`config.mk`:
```
export PLATFORM = sky130hd
export DESIGN_NAME = fifo_rd_packer
export DESIGN_NICKNAME = d
export VERILOG_FILES = /design/src/rtl/fifo_rd_packer.sv
export SDC_FILE = /design/constraint.sdc
export NUM_CORES = 1
export LEC_CHECK = 0
export BUFFER_PORTS_ARGS = -buffer_cell sky130_fd_sc_hd__buf_2
export CAP_MARGIN = 20
export CORE_AREA = 2 2 75 77
export DETAILED_ROUTE_END_ITERATION = 12
export DIE_AREA = 0 0 77 79
export PLACE_DENSITY = 0.75
export SLEW_MARGIN = 20
export SYNTH_ARGS = -nofsm -noshare
export SYNTH_HDL_FRONTEND = slang
export SYNTH_SLANG_ARGS = --single-unit
```
`constraint.sdc`:
```
create_clock -name rclk -period 2.61 [get_ports rclk]
set_input_delay 0.783 -clock rclk [delete_from_list [all_inputs] [get_ports rclk]]
set_output_delay 0.783 -clock rclk [all_outputs]
set_load 0.01 [all_outputs]
```
`src/rtl/fifo_rd_packer.sv`:
```
// Read-side FIFO consumer: packs PACK_RATIO words into one wide valid/ready word with a lane-keep mask.
// Optional FIFO_RD_PACKER_PARITY_EN adds a registered per-lane even-parity output m_parity.
module fifo_rd_packer #(
  parameter int DATA_WIDTH = 8,
  parameter int PACK_RATIO = 4
) (
  input  logic                             rclk,
  input  logic                             rrst_n,
  input  logic [DATA_WIDTH-1:0]            rdata,
  input  logic                             rempty,
  output logic                             rinc,
  input  logic                             flush,
  output logic                             m_valid,
  output logic [DATA_WIDTH*PACK_RATIO-1:0] m_data,
  output logic [PACK_RATIO-1:0]            m_keep,
`ifdef FIFO_RD_PACKER_PARITY_EN
  output logic [PACK_RATIO-1:0]            m_parity,
`endif
  input  logic                             m_ready
);

  localparam int CNT_W  = $clog2(PACK_RATIO + 1);
  localparam int WIDE_W = DATA_WIDTH * PACK_RATIO;
  localparam logic [CNT_W-1:0] FULL_CNT = CNT_W'(PACK_RATIO);

  logic [WIDE_W-1:0] acc_data, acc_data_nxt;
  logic [CNT_W-1:0]  acc_cnt, acc_cnt_nxt;
  logic              flush_pend, flush_pend_nxt;
  logic              acc_ready, xfer, pop;

  function automatic logic [PACK_RATIO-1:0] keep_mask(input logic [CNT_W-1:0] cnt);
    logic [PACK_RATIO-1:0] k;
    for (int i = 0; i < PACK_RATIO; i++) k[i] = (CNT_W'(i) < cnt);
    return k;
  endfunction

  function automatic logic [PACK_RATIO-1:0] lane_parity(input logic [WIDE_W-1:0] data,
                                                        input logic [PACK_RATIO-1:0] keep);
    logic [PACK_RATIO-1:0] p;
    for (int i = 0; i < PACK_RATIO; i++) p[i] = (^data[i*DATA_WIDTH +: DATA_WIDTH]) & keep[i];
    return p;
  endfunction

  // Accumulator / pop decision; xfer is combinational from m_ready so a full accumulator keeps popping.
  always_comb begin
    acc_ready      = (acc_cnt == FULL_CNT) | ((acc_cnt != '0) & flush_pend);
    xfer           = acc_ready & (~m_valid | m_ready);
    pop            = rrst_n & ~rempty & ((acc_cnt < FULL_CNT) | xfer);
    rinc           = pop;
    flush_pend_nxt = (flush & ((acc_cnt != '0) | pop)) | (flush_pend & ~xfer);

    acc_data_nxt = acc_data;
    acc_cnt_nxt  = acc_cnt;
    if (xfer) begin
      // The word popped during a transfer starts a fresh accumulator.
      acc_data_nxt = '0;
      acc_cnt_nxt  = '0;
      if (pop) begin
        acc_data_nxt[DATA_WIDTH-1:0] = rdata;
        acc_cnt_nxt                  = CNT_W'(1);
      end
    end else if (pop) begin
      for (int i = 0; i < PACK_RATIO; i++)
        if (CNT_W'(i) == acc_cnt) acc_data_nxt[i*DATA_WIDTH +: DATA_WIDTH] = rdata;
      acc_cnt_nxt = acc_cnt + CNT_W'(1);
    end
  end

  // Accumulator and output register stage
  always_ff @(posedge rclk) begin
    if (!rrst_n) begin
      acc_data   <= '0;
      acc_cnt    <= '0;
      flush_pend <= 1'b0;
      m_valid    <= 1'b0;
      m_data     <= '0;
      m_keep     <= '0;
`ifdef FIFO_RD_PACKER_PARITY_EN
      m_parity   <= '0;
`endif
    end else begin
      acc_data   <= acc_data_nxt;
      acc_cnt    <= acc_cnt_nxt;
      flush_pend <= flush_pend_nxt;
      if (xfer) begin
        m_valid  <= 1'b1;
        m_data   <= acc_data;
        m_keep   <= keep_mask(acc_cnt);
`ifdef FIFO_RD_PACKER_PARITY_EN
        m_parity <= lane_parity(acc_data, keep_mask(acc_cnt));
`endif
      end else if (m_ready) begin
        m_valid  <= 1'b0;
      end
    end
  end

endmodule

```
==> summary.txt, run 1 <==
Detailed routing
  • DRT antenna net count: 0
  • DRC marker count from the first detailed-route iteration: between 100 and 150
  • Initial DRT Pass Iterations: 4
  • DRC violation count after routing: 0
  • Routed length per placed instance: about 14 um
  • Total wire length after detailed routing: about 6.1 mm
  • DR vias: 2250
  • Per-cell via count in the routed design: between 5 and 6

STA
  • Maximum clock frequency: 403 MHz
  • Sum of negative setup slack: 0 ns
  • Time the worst path needs with I/O delays and setup: 2.48 ns
  • Setup repair after global routing missed its margin: no
  • Endpoints failing hold: 0
  • Final clock skew: approximately 0.0066 ns
  • Relative slew slack: 0.637
  • Fin crit share: 0.950
  • Slew Limit Fails: 0
  • Worst-margin pin slew: 0.544 ns
  • Final setup margin: roughly 0.13 ns
  • Number of endpoints failing setup at the final stage: 0

Die
  • Die area: between 6000 and 7000 um2
  • Placeable core area: between 5000 and 6000 um2
  • Die outline width: slightly below 80 um
  • I/O pin cnt: ~50
  • Die extent in y: between 70 and 80 um
  • Initial Util: 0.511
  • Number of rows in the core area: 27

Cells and area
  • Final core occ: 0.607
  • Synth-to-Final Area Change: 18.7%
  • Most common cell after layout, fill and taps aside: sky130_fd_sc_hd__nand2_1
  • Number of nets in the finished design: between 300 and 400
  • Count of filler cells inserted in the layout: around 500
  • Antenna diodes: 0
  • Share of layout cells above drive strength 1: 0.223
  • Top library cells by usage in the layout, fill and taps aside: sky130_fd_sc_hd__nand2_1 (101), sky130_fd_sc_hd__dfxtp_1 (72), sky130_fd_sc_hd__a21oi_1 (54), sky130_fd_sc_hd__buf_2 (50), sky130_fd_sc_hd__nor2_1 (18)

Place
  • Gpl congestion: between 0.7 and 0.8
  • Post-place setup slack: 0.226 ns
  • Buffers added on ports: 50
  • Final HPWL from detailed placement: about 4.0 mm

Yosys
  • Post-Syn Area per Cell: between 8 and 9 um2
  • Synthesized Nets: 326
  • Post-synthesis cell type count: 29
  • FF+latch count, synth: 73
  • Part of the Yosys area used for sequential elements: 0.536
  • Gate count of the mapped netlist: slightly above 300
  • Yosys warning total: 0
  • Mapped Area: roughly 2700 um2

Worst setup path
  • Critical-path maximum fanout: 6
  • Category of the most critical setup path: reg2out
  • Arrival time at the worst endpoint: about 1.7 ns
  • Required time reported for the critical path endpoint: between 1.5 and 2 ns
  • Nature of the critical path startpoint: flop
  • Critical path endpoint category: primary output

GRT
  • Global route overflow: 0
  • Total Routing Usage GR: 0.206
  • Pin count of the biggest net entering global routing: 36
  • First-pass GRT wire length: 9.76 mm
  • Number of global-route vias before repair: a little over 2000
  • Initial antenna violation count: 0

Power and ir drop
  • Part of the power in registers: 0.508
  • Power per cell area: around 700 nW/um2
  • Worst supply voltage drop on vdd: 429 uV
  • Leak pwr: around 1.3 nW
  • Combinational group share of total power: 0.072
  • Net Sw Power: about 0.51 mW
  • Share of power burned in the clock network: 0.420
  • Total internal power: roughly 1.8 mW
  • Sw frac: 0.224
  • Total power draw: about 2.3 mW

Clock tree
  • Number of levels the H-tree was split into: 3
  • CTS resizes: 1
  • Number of hold buffers added after cts: 0
  • CTS Sinks: 73
  • Number of buffers on the longest clock path: 2
  • Clock-pin slew of the registers on the worst-case setup and hold paths: about 0.07 ns
  • CTS tree: yes
  • Total setup buffers inserted after CTS: 0
  • Cell at the root of the clock tree: sky130_fd_sc_hd__clkbuf_8
  • Number of buffers added by the clock tree synthesis step: 9
  • Clock Latency Late Sink: about 0.35 ns

Run
  • Max-cap violation count: 0

Run status
  • Outcome: completed

Worst hold path
  • Path class of the lowest-slack min-delay path: reg2reg
## power by group through the flow
stage          sequential, mW  combinational [mW]  clock [mW]
2_1_floorplan            1.18               0.108           0
3_3_place_gp             1.17               0.155           0
3_5_place_dp             1.17               0.158           0
4_1_cts                  1.15               0.159       0.966
5_1_grt                  1.15               0.176        1.01
6_report                 1.15               0.162       0.950
## sequential cells by signal, indices dropped and copies added, names as in the netlist
signal / count
acc_cnt: 3
acc_data: 32
flush_pend: 1
m_data: 32
m_keep: 4
m_valid: 1
## layer usage
metal,part of all wire,global-route usage
met2,0.46,0.317
met5,0,0
met4,0.016,0.0982
met3,0.054,0.0557
met1,0.47,0.272
## through the flow
step                hold slack (ns)  instances  area (um2)
CTS                           0.453        436        3230
floorplan                     0.431        310        2730
global placement              0.440        421        3020
detailed placement            0.443        421        3020
global route                  0.471        436        3240
finish                        0.452        436        3240
## synthesized netlist by cell type
master	count	area, um2
sky130_fd_sc_hd__a311oi_1	1	8.76
sky130_fd_sc_hd__nor3b_4	1	18.8
sky130_fd_sc_hd__mux2i_1	8	80.1
sky130_fd_sc_hd__nand3_2	1	10.0
sky130_fd_sc_hd__nand2_2	2	12.5
sky130_fd_sc_hd__o21bai_4	1	18.8
sky130_fd_sc_hd__nand3_1	1	5.00
sky130_fd_sc_hd__a211oi_1	3	22.5
sky130_fd_sc_hd__nor2_1	18	67.6
sky130_fd_sc_hd__and2_1	2	12.5
sky130_fd_sc_hd__buf_2	8	40.0
sky130_fd_sc_hd__a21boi_0	1	7.51
sky130_fd_sc_hd__nand2_1	101	379
sky130_fd_sc_hd__buf_4	4	30.0
sky130_fd_sc_hd__a32o_1	9	90.1
sky130_fd_sc_hd__a32oi_4	1	27.5
sky130_fd_sc_hd__a21oi_1	54	270
sky130_fd_sc_hd__o211a_4	1	17.5
sky130_fd_sc_hd__ha_1	3	37.5
sky130_fd_sc_hd__clkbuf_1	5	18.8
sky130_fd_sc_hd__nor2b_2	1	8.76
sky130_fd_sc_hd__and4_4	1	11.3
sky130_fd_sc_hd__o21ai_0	2	10.0
sky130_fd_sc_hd__nand2b_1	1	6.26
sky130_fd_sc_hd__inv_1	3	11.3
sky130_fd_sc_hd__o211ai_4	1	21.3
sky130_fd_sc_hd__nor2b_1	2	12.5
sky130_fd_sc_hd__buf_6	1	11.3
sky130_fd_sc_hd__dfxtp_1	73	1460
## cell type report
cell class / count / area [um2] / area share
clock inverter: 3 / 65.1 / 0.0201
clock buffer: 12 / 145 / 0.0448
timing repair buffer: 57 / 303 / 0.0935
multi-input combinational: 216 / 1160 / 0.359
tap: 72 / 90.1 / 0.0278
sequential: 73 / 1460 / 0.452
inverter: 3 / 11.3 / 0.00348
## logic make-up after synthesis
logic type / synth area share
simple gates: 0.199
compound gates: 0.181
flops: 0.536
buf+inv: 0.0408
mux: 0.0293
fa+ha+maj: 0.0138
## final timing paths
kind                      startpoint                         to  slack (ns)  cells past startpoint
max reg2reg  acc_cnt[0]$_SDFFE_PN0P_  acc_data[18]$_SDFFE_PP0P_        0.56                      7
min reg2reg  m_data[30]$_SDFFE_PN0P_    m_data[30]$_SDFFE_PN0P_        0.45                      2
min          m_data[30]$_SDFFE_PN0P_    m_data[30]$_SDFFE_PN0P_        0.45                      2
max          acc_cnt[1]$_SDFFE_PN0P_                       rinc        0.13                      6
## worst max-delay path: stages (launching register included)
cell and delay [ns]:
sky130_fd_sc_hd__dfxtp_2 0.40, sky130_fd_sc_hd__inv_1 0.07, sky130_fd_sc_hd__ha_1 0.24, sky130_fd_sc_hd__nor2b_4 0.19
sky130_fd_sc_hd__o211ai_4 0.09, sky130_fd_sc_hd__a21boi_1 0.20, sky130_fd_sc_hd__buf_2 0.16
Note: power is estimated with default switching activity, not from simulation.
==> inputs of run 2 (changes only) <==
--- a/config.mk
+++ b/config.mk
@@ -7,10 +7,12 @@
 export LEC_CHECK = 0
 export BUFFER_PORTS_ARGS = -buffer_cell sky130_fd_sc_hd__buf_2
 export CAP_MARGIN = 20
-export CORE_AREA = 2 2 75 77
+export CELL_PAD_IN_SITES_DETAIL_PLACEMENT = 0
+export CELL_PAD_IN_SITES_GLOBAL_PLACEMENT = 1
+export CORE_AREA = 2 2 86 88
 export DETAILED_ROUTE_END_ITERATION = 12
-export DIE_AREA = 0 0 77 79
-export PLACE_DENSITY = 0.75
+export DIE_AREA = 0 0 88 90
+export PLACE_DENSITY_LB_ADDON = 0.1
 export SLEW_MARGIN = 20
 export SYNTH_ARGS = -nofsm -noshare
 export SYNTH_HDL_FRONTEND = slang
==> summary.txt, run 2 (synthesis results as in run 1) <==
Worst setup path
  • Critical-path maximum fanout: 6
  • Worst-case reg-to-reg path depth: 7
  • Slowest stage cell, crit path: sky130_fd_sc_hd__dfxtp_2
  • Critical path endpoint category: primary output
  • Cell family with most CP delay: flip-flops
  • Cell-by-cell trace of the critical path: inv_1 > ha_1 > nor2b_4 > o211ai_4 > a21boi_0 > buf_2
  • Required time reported for the critical path endpoint: ~1.8 ns
  • Buffering stage count on the worst path with inverters included: 2
  • Crit-path max cell delay: ~0.40 ns
  • Arrival time at the worst endpoint: approximately 1.7 ns
  • Nature of the critical path startpoint: flop
  • WP depth: 6
  • Minimum setup slack among reg-to-reg paths: about 0.58 ns
  • Category of the most critical setup path: reg2out

Cells and area
  • Antenna diodes: 0
  • Count of filler cells inserted in the layout: around 760
  • Top library cells by usage in the layout, fill and taps aside: sky130_fd_sc_hd__nand2_1 (101), sky130_fd_sc_hd__dfxtp_1 (72), sky130_fd_sc_hd__a21oi_1 (54), sky130_fd_sc_hd__buf_2 (50), sky130_fd_sc_hd__nor2_1 (18)
  • Synth-to-Final Area Change: 18.4%
  • Final core occ: 0.460
  • Registers with the most flip-flops: acc_data x32, m_data x32, m_keep x4
  • Share of layout cells above drive strength 1: 0.224
  • Number of nets in the finished design: approximately 380
  • Most common cell after layout, fill and taps aside: sky130_fd_sc_hd__nand2_1

Detailed routing
  • DR vias: ~2200
  • DRT antenna net count: 0
  • DRC marker count from the first detailed-route iteration: 88
  • Initial DRT Pass Iterations: 5
  • Per-cell via count in the routed design: ~4.7
  • Routed length per placed instance: about 14 um
  • DRC violation count after routing: 0
  • Total wire length after detailed routing: roughly 6.3 mm

Clock tree
  • Number of levels the H-tree was split into: 3
  • CTS Sinks: 73
  • CTS tree: yes
  • Clock Latency Late Sink: 0.34 ns
  • Number of buffers on the longest clock path: 2
  • Clock-pin slew of the registers on the worst-case setup and hold paths: 0.07 ns
  • Number of buffers added by the clock tree synthesis step: 9
  • Cell at the root of the clock tree: sky130_fd_sc_hd__clkbuf_8

Worst hold path
  • Path class of the lowest-slack min-delay path: reg2reg
  • Worst hold stages: 2

STA
  • Final clock skew: between 0.008 and 0.009 ns
  • Number of endpoints failing setup at the final stage: 0
  • Maximum clock frequency: approximately 400 MHz
  • Time the worst path needs with I/O delays and setup: about 2.5 ns
  • Slew Limit Fails: 0
  • Hold_ws: 0.451 ns
  • Sum of negative setup slack: 0 ns
  • Fin crit share: 0.952
  • Relative slew slack: 0.656
  • Worst-margin pin slew: a little over 0.5 ns
  • Endpoints failing hold: 0
  • Setup repair after global routing missed its margin: no

GRT
  • Pin count of the biggest net entering global routing: 36
  • First-pass GRT wire length: roughly 10 mm
  • Global route overflow: 0
  • Total Routing Usage GR: 0.170
  • Initial antenna violation count: 0
  • Number of global-route vias before repair: 2101

Die
  • Die extent in y: 90 um
  • Die outline width: just under 90 um
  • Number of rows in the core area: 31
  • Placeable core area: approximately 7000 um2
  • Initial Util: 0.389
  • I/O pin cnt: 51
  • Die area: 7920 um2

Power and ir drop
  • Total internal power: around 1.5 mW
  • Part of the power in registers: 0.563
  • Net Sw Power: between 0.5 and 0.6 mW
  • Leak pwr: 1.28 nW
  • Total power draw: roughly 2 mW
  • Combinational group share of total power: 0.081
  • Sw frac: 0.248
  • Worst supply voltage drop on vdd: roughly 280 uV
  • Power per cell area: 632 nW/um2
  • Share of power burned in the clock network: 0.357

Place
  • Gpl congestion: 0.762
  • Buffers added on ports: 50
  • Final HPWL from detailed placement: between 4 and 5 mm

Run status
  • Outcome: completed

Run
  • Max-cap violation count: 0
## run 2: changes by cell type in the layout (fill, tap and decap cells not counted)
cell / before / now
sky130_fd_sc_hd__buf_4: 7 / 9
sky130_fd_sc_hd__a21boi_1: 1 / 0
sky130_fd_sc_hd__clkbuf_1: 2 / 3
sky130_fd_sc_hd__a21boi_0: 0 / 1
sky130_fd_sc_hd__clkinv_2: 1 / 2
sky130_fd_sc_hd__bufinv_16: 2 / 0
sky130_fd_sc_hd__clkinv_4: 0 / 1
sky130_fd_sc_hd__clkbuf_8: 10 / 9
## run 2: power by group through the flow
stage	registers [mW]	clock network [mW]	logic [mW]
floorplan	1.18	0	0.108
global placement	1.17	0	0.165
detailed placement	1.17	0	0.166
CTS	1.15	0.759	0.166
global route	1.15	0.804	0.182
finish	1.15	0.729	0.165
## run 2: final cells by class
type                       instances  area [um2]  share of cell area
clock buffer                      12         135              0.0418
clock inverter                     3        18.8             0.00581
inverter                           3        11.3             0.00349
multi-input combinational        216        1160               0.359
sequential                        73        1460               0.453
tap                               99         124              0.0383
timing repair buffer              59         318              0.0984
## run 2: path summary, 6_finish.rpt
kind,startpoint,end
setup reg to reg,acc_cnt[0]$_SDFFE_PN0P_,acc_data[17]$_SDFFE_PP0P_
hold / removal,m_data[13]$_SDFFE_PN0P_,m_data[13]$_SDFFE_PN0P_
setup / recovery,acc_cnt[1]$_SDFFE_PN0P_,rinc
hold reg to reg,m_data[13]$_SDFFE_PN0P_,m_data[13]$_SDFFE_PN0P_
## run 2: routing by layer
metal,vias up,routed length (um),GRT usage
li1,1143,-,-
met5,-,0,0
met4,0,59,0.0462
met3,7,216,0.0432
met2,36,2890,0.266
met1,1002,3170,0.231
## run 2: repair_timing
item | CTS | global route
setup buffers | 0 | 0
gates resized for setup | 1 | 1
endpoints found under the setup margin | 1 | 1
hold buffers | 0 | 0
## run 2: per-stage QoR
stage / setup WS, ns / instances / cell area (um2)
2_1_floorplan: 0.157 / 310 / 2730
3_3_place_gp: 0.280 / 450 / 3070
3_5_place_dp: 0.303 / 450 / 3070
4_1_cts: 0.0588 / 465 / 3230
5_1_grt: 0.0249 / 465 / 3230
6_report: 0.126 / 465 / 3230
## run 2: tightest hold or removal path, cell delays in order, from the launching register on
cell                      delay, ns
sky130_fd_sc_hd__dfxtp_1       0.31
sky130_fd_sc_hd__nand2_1       0.05
sky130_fd_sc_hd__a21oi_1       0.05
